==> config.mk <==
export PLATFORM = sky130hd
export DESIGN_NAME = stopwatch_lap_flat
export DESIGN_NICKNAME = d
export VERILOG_FILES = /design/src/rtl/stopwatch_lap_if.sv /design/src/rtl/stopwatch_lap.sv /design/src/flat_wrapper.sv
export SDC_FILE = /design/constraint.sdc
export NUM_CORES = 1
export LEC_CHECK = 0
export BUFFER_PORTS_ARGS = -buffer_cell sky130_fd_sc_hd__buf_4
export CAP_MARGIN = 15
export CORE_UTILIZATION = 33
export CTS_CLUSTER_SIZE = 10
export DETAILED_ROUTE_END_ITERATION = 16
export GPL_TIMING_DRIVEN = 0
export PLACE_DENSITY = 0.57
export SLEW_MARGIN = 30
export SYNTH_ARGS = -nofsm -noshare
export SYNTH_HDL_FRONTEND = slang
export SYNTH_SLANG_ARGS = --single-unit
==> constraint.sdc <==
create_clock -name iPCLK -period 8 [get_ports iPCLK]
set_clock_uncertainty 0.05 [all_clocks]
set_input_delay 0.4 -clock iPCLK [delete_from_list [all_inputs] [get_ports iPCLK]]
set_output_delay 0.4 -clock iPCLK [all_outputs]
set_load 0.05 [all_outputs]
==> src/rtl/stopwatch_lap_if.sv <==
// Lap-write request channel between the stopwatch (master) and the SRAM write sink (slave).
// Signal names keep the direction prefix as seen from the stopwatch.
interface stopwatch_lap_if;
  logic        oWR_VALID;
  logic [15:0] oWR_ADDR;
  logic [31:0] oWR_DATA;
  logic        iWR_READY;

  modport master (output oWR_VALID, output oWR_ADDR, output oWR_DATA, input iWR_READY);
  modport slave  (input oWR_VALID, input oWR_ADDR, input oWR_DATA, output iWR_READY);
endinterface

==> src/rtl/stopwatch_lap.sv <==
// BCD mm:ss:cc stopwatch with cumulative/split lap capture.
// Captured laps queue in a small FIFO that drains to SRAM over a valid/ready channel.
module stopwatch_lap #(
  parameter int unsigned TICK_DIV   = 100000,
  parameter int unsigned LAP_DEPTH  = 16,
  parameter int unsigned FIFO_DEPTH = 4,
  parameter logic [15:0] BASE_ADDR  = 16'h0000
) (
  input  logic            iPCLK,
  input  logic            iRESET,
  input  logic            iSTART,
  input  logic            iSTOP,
  input  logic            iCLEAR,
  input  logic            iLAP,
  input  logic            iLAP_MODE,
  output logic [23:0]     oTIME,
  output logic [1:0]      oSTATE,
  output logic            oOVF,
  output logic [4:0]      oLAP_COUNT,
  output logic            oLAP_FULL,
  output logic            oLAP_DROP,
  stopwatch_lap_if.master wr
);

  localparam int DIV_W = (TICK_DIV > 1) ? $clog2(TICK_DIV) : 1;
  localparam int PTR_W = (FIFO_DEPTH > 1) ? $clog2(FIFO_DEPTH) : 1;
  localparam int CNT_W = $clog2(FIFO_DEPTH + 1);

  typedef enum logic [1:0] {
    S_IDLE  = 2'b00,
    S_RUN   = 2'b01,
    S_PAUSE = 2'b10
  } state_t;

  typedef struct packed {
    logic [15:0] addr;
    logic [31:0] data;
  } lap_req_t;

  state_t           r_state, w_state_nxt;
  logic [DIV_W-1:0] r_div;
  logic [23:0]      r_time;
  logic [23:0]      r_split;
  logic             r_ovf;
  logic [4:0]       r_lap_cnt;
  logic             r_drop;

  lap_req_t         r_fifo [FIFO_DEPTH];
  logic [PTR_W-1:0] r_wr_ptr, r_rd_ptr;
  logic [CNT_W-1:0] r_fifo_cnt;

  logic             w_div_wrap, w_tick, w_wrap59;
  logic             w_lap_full, w_lap_take, w_fifo_full, w_pop, w_push, w_lost;
  logic [23:0]      w_time_nxt, w_split_nxt, w_lap_val;
  lap_req_t         w_entry;

  // Ripple BCD increment: digits are cc lo/hi, ss lo/hi, mm lo/hi (ss/mm tens stop at 5).
  function automatic logic [23:0] bcd_next(input logic [23:0] t);
    logic [23:0] res;
    logic        c;
    logic [3:0]  lim;
    res = t;
    c   = 1'b1;
    for (int i = 0; i < 6; i++) begin
      lim = (i == 3 || i == 5) ? 4'd5 : 4'd9;
      if (c) begin
        if (t[4*i +: 4] == lim) begin
          res[4*i +: 4] = 4'd0;
        end else begin
          res[4*i +: 4] = t[4*i +: 4] + 4'd1;
          c = 1'b0;
        end
      end
    end
    return res;
  endfunction

  assign w_div_wrap  = (r_div == DIV_W'(TICK_DIV - 1));
  assign w_tick      = (r_state == S_RUN) && !iCLEAR && w_div_wrap;
  assign w_wrap59    = (r_time == 24'h595999);
  assign w_time_nxt  = bcd_next(r_time);
  assign w_split_nxt = bcd_next(r_split);

  assign w_lap_full  = (r_lap_cnt == 5'(LAP_DEPTH));
  assign w_lap_take  = iLAP && !iCLEAR && (r_state != S_IDLE) && !w_lap_full;
  assign w_fifo_full = (r_fifo_cnt == CNT_W'(FIFO_DEPTH));
  assign w_pop       = (r_fifo_cnt != '0) && wr.iWR_READY;
  // A full FIFO still takes a lap when the head leaves on the same edge.
  assign w_push      = w_lap_take && (!w_fifo_full || w_pop);
  assign w_lost      = w_lap_take && !w_push;

  assign w_lap_val    = iLAP_MODE ? r_split : r_time;
  assign w_entry.addr = BASE_ADDR + {9'd0, r_lap_cnt, 2'b00};
  assign w_entry.data = {r_ovf, iLAP_MODE, 2'b00, r_lap_cnt[3:0], w_lap_val};

  always_ff @(posedge iPCLK or posedge iRESET) begin
    if (iRESET) r_state <= S_IDLE;
    else        r_state <= w_state_nxt;
  end

  // iCLEAR outranks iSTOP, which outranks iSTART; clearing a running watch keeps it running.
  always_comb begin
    w_state_nxt = r_state;
    if (iCLEAR) begin
      if (r_state != S_RUN) w_state_nxt = S_IDLE;
    end else if (iSTOP) begin
      if (r_state == S_RUN) w_state_nxt = S_PAUSE;
    end else if (iSTART) begin
      if (r_state != S_RUN) w_state_nxt = S_RUN;
    end
  end

  always_ff @(posedge iPCLK or posedge iRESET) begin
    if (iRESET) begin
      r_div     <= '0;
      r_time    <= '0;
      r_split   <= '0;
      r_ovf     <= 1'b0;
      r_lap_cnt <= '0;
      r_drop    <= 1'b0;
    end else begin
      r_drop <= w_lost;
      if (iCLEAR) begin
        r_div     <= '0;
        r_time    <= '0;
        r_split   <= '0;
        r_ovf     <= 1'b0;
        r_lap_cnt <= '0;
      end else begin
        if (r_state == S_RUN) r_div <= w_div_wrap ? '0 : r_div + DIV_W'(1);
        if (w_tick) begin
          r_time <= w_time_nxt;
          if (w_wrap59) r_ovf <= 1'b1;
        end
        // A lap restarts the split from zero even if a tick lands on the same edge.
        if (w_lap_take)  r_split <= '0;
        else if (w_tick) r_split <= w_split_nxt;
        if (w_push) r_lap_cnt <= r_lap_cnt + 5'd1;
      end
    end
  end

  // Lap FIFO is deliberately not touched by iCLEAR: pending writes keep their captured contents.
  always_ff @(posedge iPCLK or posedge iRESET) begin
    if (iRESET) begin
      r_wr_ptr   <= '0;
      r_rd_ptr   <= '0;
      r_fifo_cnt <= '0;
      for (int i = 0; i < FIFO_DEPTH; i++) r_fifo[i] <= '0;
    end else begin
      if (w_push) begin
        r_fifo[r_wr_ptr] <= w_entry;
        r_wr_ptr         <= r_wr_ptr + PTR_W'(1);
      end
      if (w_pop) r_rd_ptr <= r_rd_ptr + PTR_W'(1);
      if (w_push && !w_pop)      r_fifo_cnt <= r_fifo_cnt + CNT_W'(1);
      else if (w_pop && !w_push) r_fifo_cnt <= r_fifo_cnt - CNT_W'(1);
    end
  end

  assign oTIME         = r_time;
  assign oSTATE        = r_state;
  assign oOVF          = r_ovf;
  assign oLAP_COUNT    = r_lap_cnt;
  assign oLAP_FULL     = w_lap_full;
  assign oLAP_DROP     = r_drop;
  assign wr.oWR_VALID  = (r_fifo_cnt != '0);
  assign wr.oWR_ADDR   = r_fifo[r_rd_ptr].addr;
  assign wr.oWR_DATA   = r_fifo[r_rd_ptr].data;

endmodule

==> src/flat_wrapper.sv <==
// flat-port wrapper written by rule: the top's interface ports become plain ports
module stopwatch_lap_flat 
#(
  parameter int unsigned TICK_DIV   = 100000,
  parameter int unsigned LAP_DEPTH  = 16,
  parameter int unsigned FIFO_DEPTH = 4,
  parameter logic [15:0] BASE_ADDR  = 16'h0000
)
  (iPCLK, iRESET, iSTART, iSTOP, iCLEAR, iLAP, iLAP_MODE, oTIME, oSTATE, oOVF, oLAP_COUNT, oLAP_FULL, oLAP_DROP, wr_oWR_VALID, wr_oWR_ADDR, wr_oWR_DATA, wr_iWR_READY);
  stopwatch_lap_if wr_i ();
  input  logic iPCLK;
  input  logic iRESET;
  input  logic iSTART;
  input  logic iSTOP;
  input  logic iCLEAR;
  input  logic iLAP;
  input  logic iLAP_MODE;
  output logic [23:0] oTIME;
  output logic [1:0] oSTATE;
  output logic oOVF;
  output logic [4:0] oLAP_COUNT;
  output logic oLAP_FULL;
  output logic oLAP_DROP;
  output wire logic [$bits(wr_i.oWR_VALID)-1:0] wr_oWR_VALID;
  output wire logic [$bits(wr_i.oWR_ADDR)-1:0] wr_oWR_ADDR;
  output wire logic [$bits(wr_i.oWR_DATA)-1:0] wr_oWR_DATA;
  input wire logic [$bits(wr_i.iWR_READY)-1:0] wr_iWR_READY;
  assign wr_oWR_VALID = wr_i.oWR_VALID;
  assign wr_oWR_ADDR = wr_i.oWR_ADDR;
  assign wr_oWR_DATA = wr_i.oWR_DATA;
  assign wr_i.iWR_READY = wr_iWR_READY;
  stopwatch_lap #(.TICK_DIV(TICK_DIV), .LAP_DEPTH(LAP_DEPTH), .FIFO_DEPTH(FIFO_DEPTH), .BASE_ADDR(BASE_ADDR)) u_core (.iPCLK(iPCLK), .iRESET(iRESET), .iSTART(iSTART), .iSTOP(iSTOP), .iCLEAR(iCLEAR), .iLAP(iLAP), .iLAP_MODE(iLAP_MODE), .oTIME(oTIME), .oSTATE(oSTATE), .oOVF(oOVF), .oLAP_COUNT(oLAP_COUNT), .oLAP_FULL(oLAP_FULL), .oLAP_DROP(oLAP_DROP), .wr(wr_i));
endmodule
==> flow_summary.toml, run 1 <==
[synth]
synth_top_flop_cell = "dfrtp_1"
ys_seq_area_frac = 0.504
synth.mux.area_fraction = 0.118
synthSimpleGateAreaFrac = 0.161
ys_ff_latch = 205
yosys-top-cells-area = "dfrtp_1 (50%), mux4_2 (6.9%), nand2_1 (5.8%)"
synth_xor_area_frac = 0.0103
synth_largest_area_cell = "dfrtp_1"
synth_compound_area_frac = 0.114
synth_warnings = 0
syn_inst = 965
synth_edf_count = 0
synth_top_area_frac = 0.504
syn_area_um2 = 10200
synth_fa_ha_area_frac = 0.0413
async_flop_share = 1.00
synth.avg_cell_area_um2 = 10.5
yosysUniqueCellTypes = 64
synth_top_family_by_area = "simple AND/OR/NAND/NOR gates"

[grt]
antenna_found_initial = 0
grt_max_degree = 87
grt_usage = 0.167
grt_overflow = 0
grt_pass1_wl_um = 41500
grt_pass1_vias = 7455

[floorplan]
core-area_um2 = 30000
die_width_um = 178
die_h_um = 178
start_util = 0.340
floorplan.die_area_um2 = 31500
io_pins = 91
num_rows = 63

[routing]
drtIter0Drc = 568
vias_per_cell = 5.12
drcViolationCount = 0
antenna_left = 0
num_vias = 7576
dr.pass1.iters = 8
wirelength_um = 25400
routedWlPerCell_um = 17.2

[place]
dp_hpwl_um = 17700
dp_slack_ns = 4.83
dp.cells = 1445
place.gp.congestion = 0.773
placed_area_um2 = 11300
port-buffer-count = 76

[cts]
cts_buffer_depth = 3
htreeDepth = 1
cts_tree = "yes"
insertion_delay_ns = 0.53
cts_resized = 0
clock-sinks = 205
root_buffer = "clkbuf_16"
numCtsBuffers = 25
clk_pin_slew_ns = 0.06

[power_and_ir_drop]
power_mw = 2.62
p_per_area_nw_per_um2 = 218
peakVddDrop_uv = 138
power.leakage_nw = 5.39

[setup_path]
r2r_cells = 11
worstPathMaxFanout = 10
r2r_slack_ns = 4.80
path_class = "flop to flop"
crit_path_end_kind = "flop"
worstReg2RegEnd = "u_core.r_fifo_cnt[2]"
cp-start-kind = "flop"
arrival_ns = 3.59
cp_data_required_time_ns = 8.39
rr_startpoint = "u_core.oLAP_COUNT[0]"

[final_layout]
utilization = 0.402
mostFrequentLayoutCell = "dfrtp_1"
syn_to_final_growth_pct = 18.4
nets = 1124
layout_common_cells = "dfrtp_1 (205), nand2_1 (156), o21ai_1 (111)"
fin_area_um2 = 12100
fillers = 2978
drive_gt1_frac = 0.189
num_antenna_cells = 0
finalNonFillerCells = 1480

[timing]
period_needed_ns = 3.20
max_freq_mhz = 313
timing.final.ws_setup_ns = 4.80
rsz0062_at_grt = "no"
holdWs_ns = 0.0879
relSlewSlack = 0.457
finalCritPeriodShare = 0.400
maxSlewViolCount = 0
setup_violations = 0
finalHoldViolCount = 0
fin_tns_setup_ns = 0
tightest_slew_ns = 0.814

[hold_path]
whs_endpoint = "u_core.oSTATE[1]"
hp-start = "iSTART"
holdPathStages = 3
hold_class = "primary input to flop"

[flow_run]
max_cap_violations = 0

[status]
status = "finished, final reports clean"
==> final cells by class <==
type	instances	area, um^2	share of cell area
sequential	205	5130	0.426
multi-input combinational	669	4590	0.381
clock buffer	32	662	0.0549
timing repair buffer	79	636	0.0527
tap	390	488	0.0405
buffer	72	397	0.0329
inverter	31	124	0.0103
clock inverter	2	28.8	0.00239
==> power breakdown <==
| group | total, mW | switching, mW | internal (mW) |
|---|---|---|---|
| clock | 1.00 | 0.425 | 0.576 |
| sequential | 1.12 | 0.0370 | 1.08 |
| combinational | 0.500 | 0.323 | 0.177 |
| total | 2.62 | 0.785 | 1.84 |
==> registers in the layout, summed over array words and instances (netlist names) <==
register,flops
u_core.r_div,17
u_core.oTIME,24
u_core.oOVF,1
u_core.r_fifo_cnt,3
u_core.r_split,24
u_core.oSTATE,2
u_core.r_wr_ptr,2
u_core.r_fifo,124
u_core.oLAP_COUNT,5
u_core.r_rd_ptr,2
u_core.oLAP_DROP,1
==> cell families (layout without fill, tap and decap cells) <==
kind of cell    count (synthesis)  in the layout
buf+inv                       103            216
other cells                     1             13
fa+ha+maj                      33             33
compound gates                216            216
mux                            79             79
simple gates                  316            316
flops                         205            205
xor+xnor                       12             12
==> timing repair <==
action,4_1_cts,5_1_grt
setup endpoints to repair,0,0
hold buffers,1,0
hold endpoints to repair,60,0
buffers inserted,0,0
==> worst max-delay path, stage by stage, from the launching register on <==
cell      delay, ns
dfrtp_1        0.44
inv_1          0.15
ha_1           0.23
and4bb_2       0.32
nor4_4         0.45
buf_2          0.32
ha_1           0.22
inv_1          0.07
fa_1           0.42
xor2_1         0.15
nor2_1         0.11
xor2_1         0.17
==> cells in the mapped netlist (3+ instances only) <==
master / number
a21oi_1: 48
a31oi_1: 11
and2_1: 6
and3_1: 5
and3b_1: 10
and4_1: 5
buf_1: 3
buf_2: 23
buf_4: 22
clkbuf_1: 22
dfrtp_1: 205
ha_1: 32
inv_1: 31
mux2_1: 16
mux2_2: 3
mux2i_1: 29
mux4_2: 31
nand2_1: 156
nand2b_1: 3
nand3_1: 28
nand4_1: 11
nor2_1: 30
nor3_1: 8
o21ai_0: 25
o21ai_1: 111
o31ai_1: 5
or3_1: 22
or3b_1: 3
or4_1: 8
xnor2_1: 5
xor2_1: 7
==> metal layers <==
layer,vias up,part of all wire,GRT usage
li1,3628,-,-
met1,3783,0.48,0.242
met2,142,0.47,0.269
met3,23,0.036,0.0204
met4,0,0.015,0.0317
met5,-,0,0
==> worst max-delay path by stage <==
stage | startpoint | end
after CTS | u_core.oLAP_COUNT[0] | u_core.r_fifo_cnt[2]
after floorplan | iRESET | u_core.oLAP_COUNT[0]
after detailed placement | u_core.oLAP_COUNT[0] | u_core.r_fifo_cnt[2]
after global placement | iRESET | u_core.r_fifo[134]
final | u_core.oLAP_COUNT[0] | u_core.r_fifo_cnt[2]
after global routing | u_core.oLAP_COUNT[0] | u_core.r_fifo_cnt[2]
Power figures use the tool's default switching activity.
==> run 2: changes to the inputs <==
Settings changed: PLACE_DENSITY 0.57 to 0.59.
Clock period 8 ns to 2.86 ns, I/O delays scaled along.
==> run 2 against run 1 <==
  * Worst hold slack improved by 0.018 ns
  * Sequential share of layout area down 0.83 points
  * Clock power grew to 2.9 times the previous value
  * Sequential power increased to 2.8 times the previous value
  * Critical path type unchanged
==> flow_summary.toml, run 2 (synthesis gave the netlist of run 1 again) <==
[power_and_ir_drop]
p_int_mw = 5.27
peakVddDrop_uv = 443
power.leakage_nw = 5.50
comb_power_share = 0.190
clockPowerShare = 0.388
swShare = 0.296
p_sw_mw = 2.21
pwr-share-seq = 0.423
p_per_area_nw_per_um2 = 609

[final_layout]
num_antenna_cells = 0
largest_reg_flops = 124
nets = 1137
mostFrequentLayoutCell = "dfrtp_1"
fin_area_um2 = 12300
layout_common_cells = "dfrtp_1 (205), nand2_1 (156), o21ai_1 (111)"
syn_to_final_growth_pct = 20.8
drive_gt1_frac = 0.198
regMostFlops = "u_core.r_fifo"

[place]
dp_hpwl_um = 18300
placed_area_um2 = 11500
place.gp.congestion = 0.777
port-buffer-count = 76

[floorplan]
die_h_um = 178
core-area_um2 = 30000
start_util = 0.340
num_rows = 63
die_width_um = 178
floorplan.die_area_um2 = 31500
io_pins = 91

[routing]
wirelength_um = 25700
drtIter0Drc = 284
num_vias = 7629
vias_per_cell = 5.10
antenna_left = 0
routedWlPerCell_um = 17.2
drcViolationCount = 0
dr.pass1.iters = 6

[grt]
grt_pass1_wl_um = 41500
grt_usage = 0.168
antenna_found_initial = 0
grt_overflow = 0
grt_max_degree = 29
grt_pass1_vias = 7506

[cts]
insertion_delay_ns = 0.53
htreeDepth = 1
numCtsBuffers = 25
clock-sinks = 205
cts_tree = "yes"
root_buffer = "clkbuf_16"
clk_pin_slew_ns = 0.05
cts_buffer_depth = 3

[setup_path]
crit_cells = 11
worst_path_max_delay_cell = "fa_1"
cp_data_required_time_ns = 3.27
max_stage_delay_ns = 0.44
critPathTopFamily = "adder cells"
r2r_cells = 11
path_cells = "inv_1, ha_1, and4bb_4, nor4_4, buf_6, ha_1, inv_1, fa_1, xor2_1, nor2_1, xor2_1"
cp-start-kind = "flop"
worstPathMaxFanout = 5
crit_path_end_kind = "flop"
worst-path-buf-inv = 3
path_class = "flop to flop"
arrival_ns = 3.08

[hold_path]
hold_class = "primary input to async pin"

[timing]
max_freq_mhz = 374
finalCritPeriodShare = 0.935
setup_violations = 0
maxSlewViolCount = 0
finalHoldViolCount = 0
holdWs_ns = 0.106
period_needed_ns = 2.68
relSlewSlack = 0.454
rsz0062_at_grt = "no"
fin_tns_setup_ns = 0
tightest_slew_ns = 0.819

[status]
status = "finished, final reports clean"

[flow_run]
max_cap_violations = 0
run 2: cell types whose count changed in the layout (fill, tap and decap cells not counted), sizes merged:
| cell | change |
|---|---|
| clkinvlp | +1 |
| dlygate4sd3 | +5 |
| clkbuf | +3 |
| inv | -2 |
| buf | +8 |
run 2: metal layers:
layer / part of all wire / wire, um / global-route usage / vias up
li1: - / - / - / 3650
met1: 0.46 / 11900 / 0.233 / 3789
met2: 0.47 / 12200 / 0.276 / 149
met3: 0.041 / 1060 / 0.0253 / 41
met4: 0.022 / 567 / 0.0388 / 0
met5: 0 / 0 / 0 / -
run 2: tightest hold or removal path, cell delays in order:
cell           delay (ns)
dlygate4sd3_1        0.54
buf_4                0.14
clkinvlp_4           0.26
run 2: final timing paths:
check	start	to	slack, ns
max reg2reg	u_core.oLAP_COUNT[0]	u_core.r_fifo_cnt[2]	0.18
min reg2reg	u_core.r_fifo[116]	u_core.r_fifo[116]	0.43
min	iRESET	u_core.oLAP_COUNT[2]	0.11
max in group asynchronous	iRESET	u_core.oTIME[22]	1.57
min in group iPCLK	iLAP	u_core.oLAP_DROP	0.13
max	u_core.oLAP_COUNT[0]	u_core.r_fifo_cnt[2]	0.18
run 2: power by group through the flow:
stage / sequential [mW] / combinational [mW] / clock, mW
floorplan: 3.17 / 1.03 / 0
global placement: 3.18 / 1.40 / 0
detailed placement: 3.19 / 1.44 / 0
CTS: 3.14 / 1.47 / 2.96
global route: 3.19 / 1.54 / 3.09
finish: 3.16 / 1.42 / 2.90
run 2: cell type report:
| cell class | count | area [um^2] |
|---|---|---|
| Fill cell | 2946 | 17700 |
| Sequential cell | 205 | 5130 |
| Multi-Input combinational cell | 669 | 4590 |
| Timing Repair Buffer | 93 | 828 |
| Clock buffer | 35 | 713 |
| Tap cell | 390 | 488 |
| Buffer | 71 | 402 |
| Inverter | 31 | 120 |
| Clock inverter | 1 | 20.0 |
run 2: stage by stage:
stage          instances  power (mW)  setup WS (ns)   util
2_1_floorplan        977        4.20        0.00873      -
6_report            1495        7.48          0.185  0.410
5_1_grt             1495        7.81         0.0332  0.410
3_3_place_gp        1443        4.58          -1.41  0.377
3_5_place_dp        1451        4.63         -0.210  0.383
4_1_cts             1496        7.57         0.0325  0.410
run 2: repair_timing:
action / in CTS / in global routing
pin swaps: 1 / 1
endpoints found under the hold margin: 42 / 0
buffers inserted: 3 / 0
gates resized for setup: 2 / 3
hold buffers: 6 / 0
setup endpoints to repair: 2 / 8
==> run 3: changes to the inputs <==
Settings changed: BUFFER_PORTS_ARGS -buffer_cell sky130_fd_sc_hd__buf_4 to -buffer_cell sky130_fd_sc_hd__buf_2, CELL_PAD_IN_SITES_DETAIL_PLACEMENT set to 0, CELL_PAD_IN_SITES_GLOBAL_PLACEMENT set to 1, PLACE_DENSITY 0.59 to 0.69.
==> run 3 against run 2 <==
  * Register-to-register slack worse by 0.04 ns
  * Setup slack worse by 0.042 ns
  * Core utilization shrank 0.74 points
  * Clock-buffer cell count is the same
  * Critical endpoint unchanged
  * Largest power group unchanged
==> flow_summary.toml, run 3 (synthesis gave the netlist of run 1 again) <==
[status]
status = "finished, final reports clean"

[place]
port-buffer-count = 76
dp_hpwl_um = 18500
dp.cells = 1451
place.gp.congestion = 0.759
placed_area_um2 = 11300

[floorplan]
floorplan.die_area_um2 = 31500
core-area_um2 = 30000
io_pins = 91
start_util = 0.340
die_h_um = 178
die_width_um = 178
num_rows = 63

[timing]
max_freq_mhz = 368
period_needed_ns = 2.72
tightest_slew_ns = 0.875
relSlewSlack = 0.417
finalCritPeriodShare = 0.950
finalHoldViolCount = 0
rsz0062_at_grt = "no"
setup_violations = 0
maxSlewViolCount = 0
holdWs_ns = 0.0480

[cts]
clock-sinks = 205
cts_tree = "yes"
htreeDepth = 1
insertion_delay_ns = 0.50
numCtsBuffers = 25
clk_pin_slew_ns = 0.06
cts_buffer_depth = 3
root_buffer = "clkbuf_16"

[routing]
drcViolationCount = 0
wirelength_um = 26100
dr.pass1.iters = 6
antenna_left = 0
routedWlPerCell_um = 17.5
num_vias = 7556
drtIter0Drc = 431
vias_per_cell = 5.06

[final_layout]
fin_area_um2 = 12100
syn_to_final_growth_pct = 18.6
layout_common_cells = "dfrtp_1 (204), nand2_1 (156), o21ai_1 (111)"
largest_reg_flops = 124
mostFrequentLayoutCell = "dfrtp_1"
finalNonFillerCells = 1494
nets = 1137
num_antenna_cells = 0
regMostFlops = "u_core.r_fifo"
drive_gt1_frac = 0.197

[flow_run]
max_cap_violations = 0

[grt]
grt_pass1_wl_um = 41900
grt_usage = 0.170
antenna_found_initial = 0
grt_max_degree = 29
grt_pass1_vias = 7354
grt_overflow = 0

[setup_path]
arrival_ns = 3.10
crit_path_start = "u_core.oLAP_COUNT[0]"
path_class = "flop to flop"
cp_data_required_time_ns = 3.24
endpoint = "u_core.r_fifo_cnt[2]"
worstPathMaxFanout = 6
rr_startpoint = "u_core.oLAP_COUNT[0]"
worstReg2RegEnd = "u_core.r_fifo_cnt[2]"
cp-start-kind = "flop"
r2r_cells = 11
r2r_slack_ns = 0.14
crit_path_end_kind = "flop"

[power_and_ir_drop]
power.leakage_nw = 5.48
peakVddDrop_uv = 370
p_sw_mw = 2.17
clockPowerShare = 0.385
p_per_area_nw_per_um2 = 613
power_mw = 7.39
p_int_mw = 5.22
swShare = 0.293
comb_power_share = 0.191
pwr-share-seq = 0.424

[hold_path]
hold_class = "primary input to flop"
run 3: layout make-up:
| type | count | area (um^2) |
|---|---|---|
| plain buffers | 71 | 394 |
| well taps | 390 | 488 |
| multi-input cells | 669 | 4590 |
| flip-flops and latches | 205 | 5130 |
| inverters | 31 | 120 |
| fillers | 2960 | 17900 |
| clock buffers | 35 | 713 |
| repair buffers | 93 | 632 |
run 3: metal layers:
| layer | GRT usage | share of wire | up-vias |
|---|---|---|---|
| met5 | 0 | 0 | - |
| met4 | 0.0367 | 0.014 | 0 |
| met3 | 0.0259 | 0.044 | 27 |
| met2 | 0.278 | 0.48 | 131 |
| met1 | 0.239 | 0.47 | 3756 |
| li1 | - | - | 3642 |
run 3: worst max-delay path, cell delays in order (launching register included):
cell	delay, ns
dfrtp_2	0.42
inv_1	0.13
ha_1	0.22
and4bb_4	0.25
nor4_4	0.30
buf_6	0.18
ha_1	0.19
inv_1	0.07
fa_1	0.43
xor2_1	0.15
nor2_1	0.11
xor2_1	0.15
run 3: through the flow:
stage                     setup WS [ns]   util  setup TNS (ns)
after floorplan                 0.00873      -               0
after global placement            -1.48  0.370         -301.54
after detailed placement         -0.369  0.376          -0.658
after CTS                       0.00569  0.402               0
after global routing            0.00336  0.403               0
final                             0.143  0.403               0
run 3: how the worst min path moves through the flow:
stage | start | end | slack [ns] | cells after the start
global route | iCLEAR | u_core.oTIME[4] | 0.06 | 3
floorplan | iSTOP | u_core.oSTATE[1] | 0.25 | 2
finish | iCLEAR | u_core.oTIME[4] | 0.05 | 3
detailed placement | iRESET | u_core.r_fifo[145] | 0.10 | 2
CTS | iCLEAR | u_core.oTIME[4] | 0.03 | 3
global placement | iSTART | u_core.oSTATE[1] | 0.37 | 3
run 3: repair_timing:
item                                    in CTS  in global routing
resized for setup                            1                  3
endpoints found under the hold margin       85                  0
setup buffers                                2                  2
hold buffers                                 5                  0
endpoints found under the setup margin       2                 48
pin swaps                                    1                  0
run 3: power groups by stage:
stage / logic [mW] / registers [mW] / clock network, mW
after CTS: 1.44 / 3.13 / 2.91
after global placement: 1.38 / 3.18 / 0
after detailed placement: 1.43 / 3.18 / 0
after global routing: 1.54 / 3.15 / 3.03
after floorplan: 1.03 / 3.17 / 0
final: 1.41 / 3.13 / 2.84
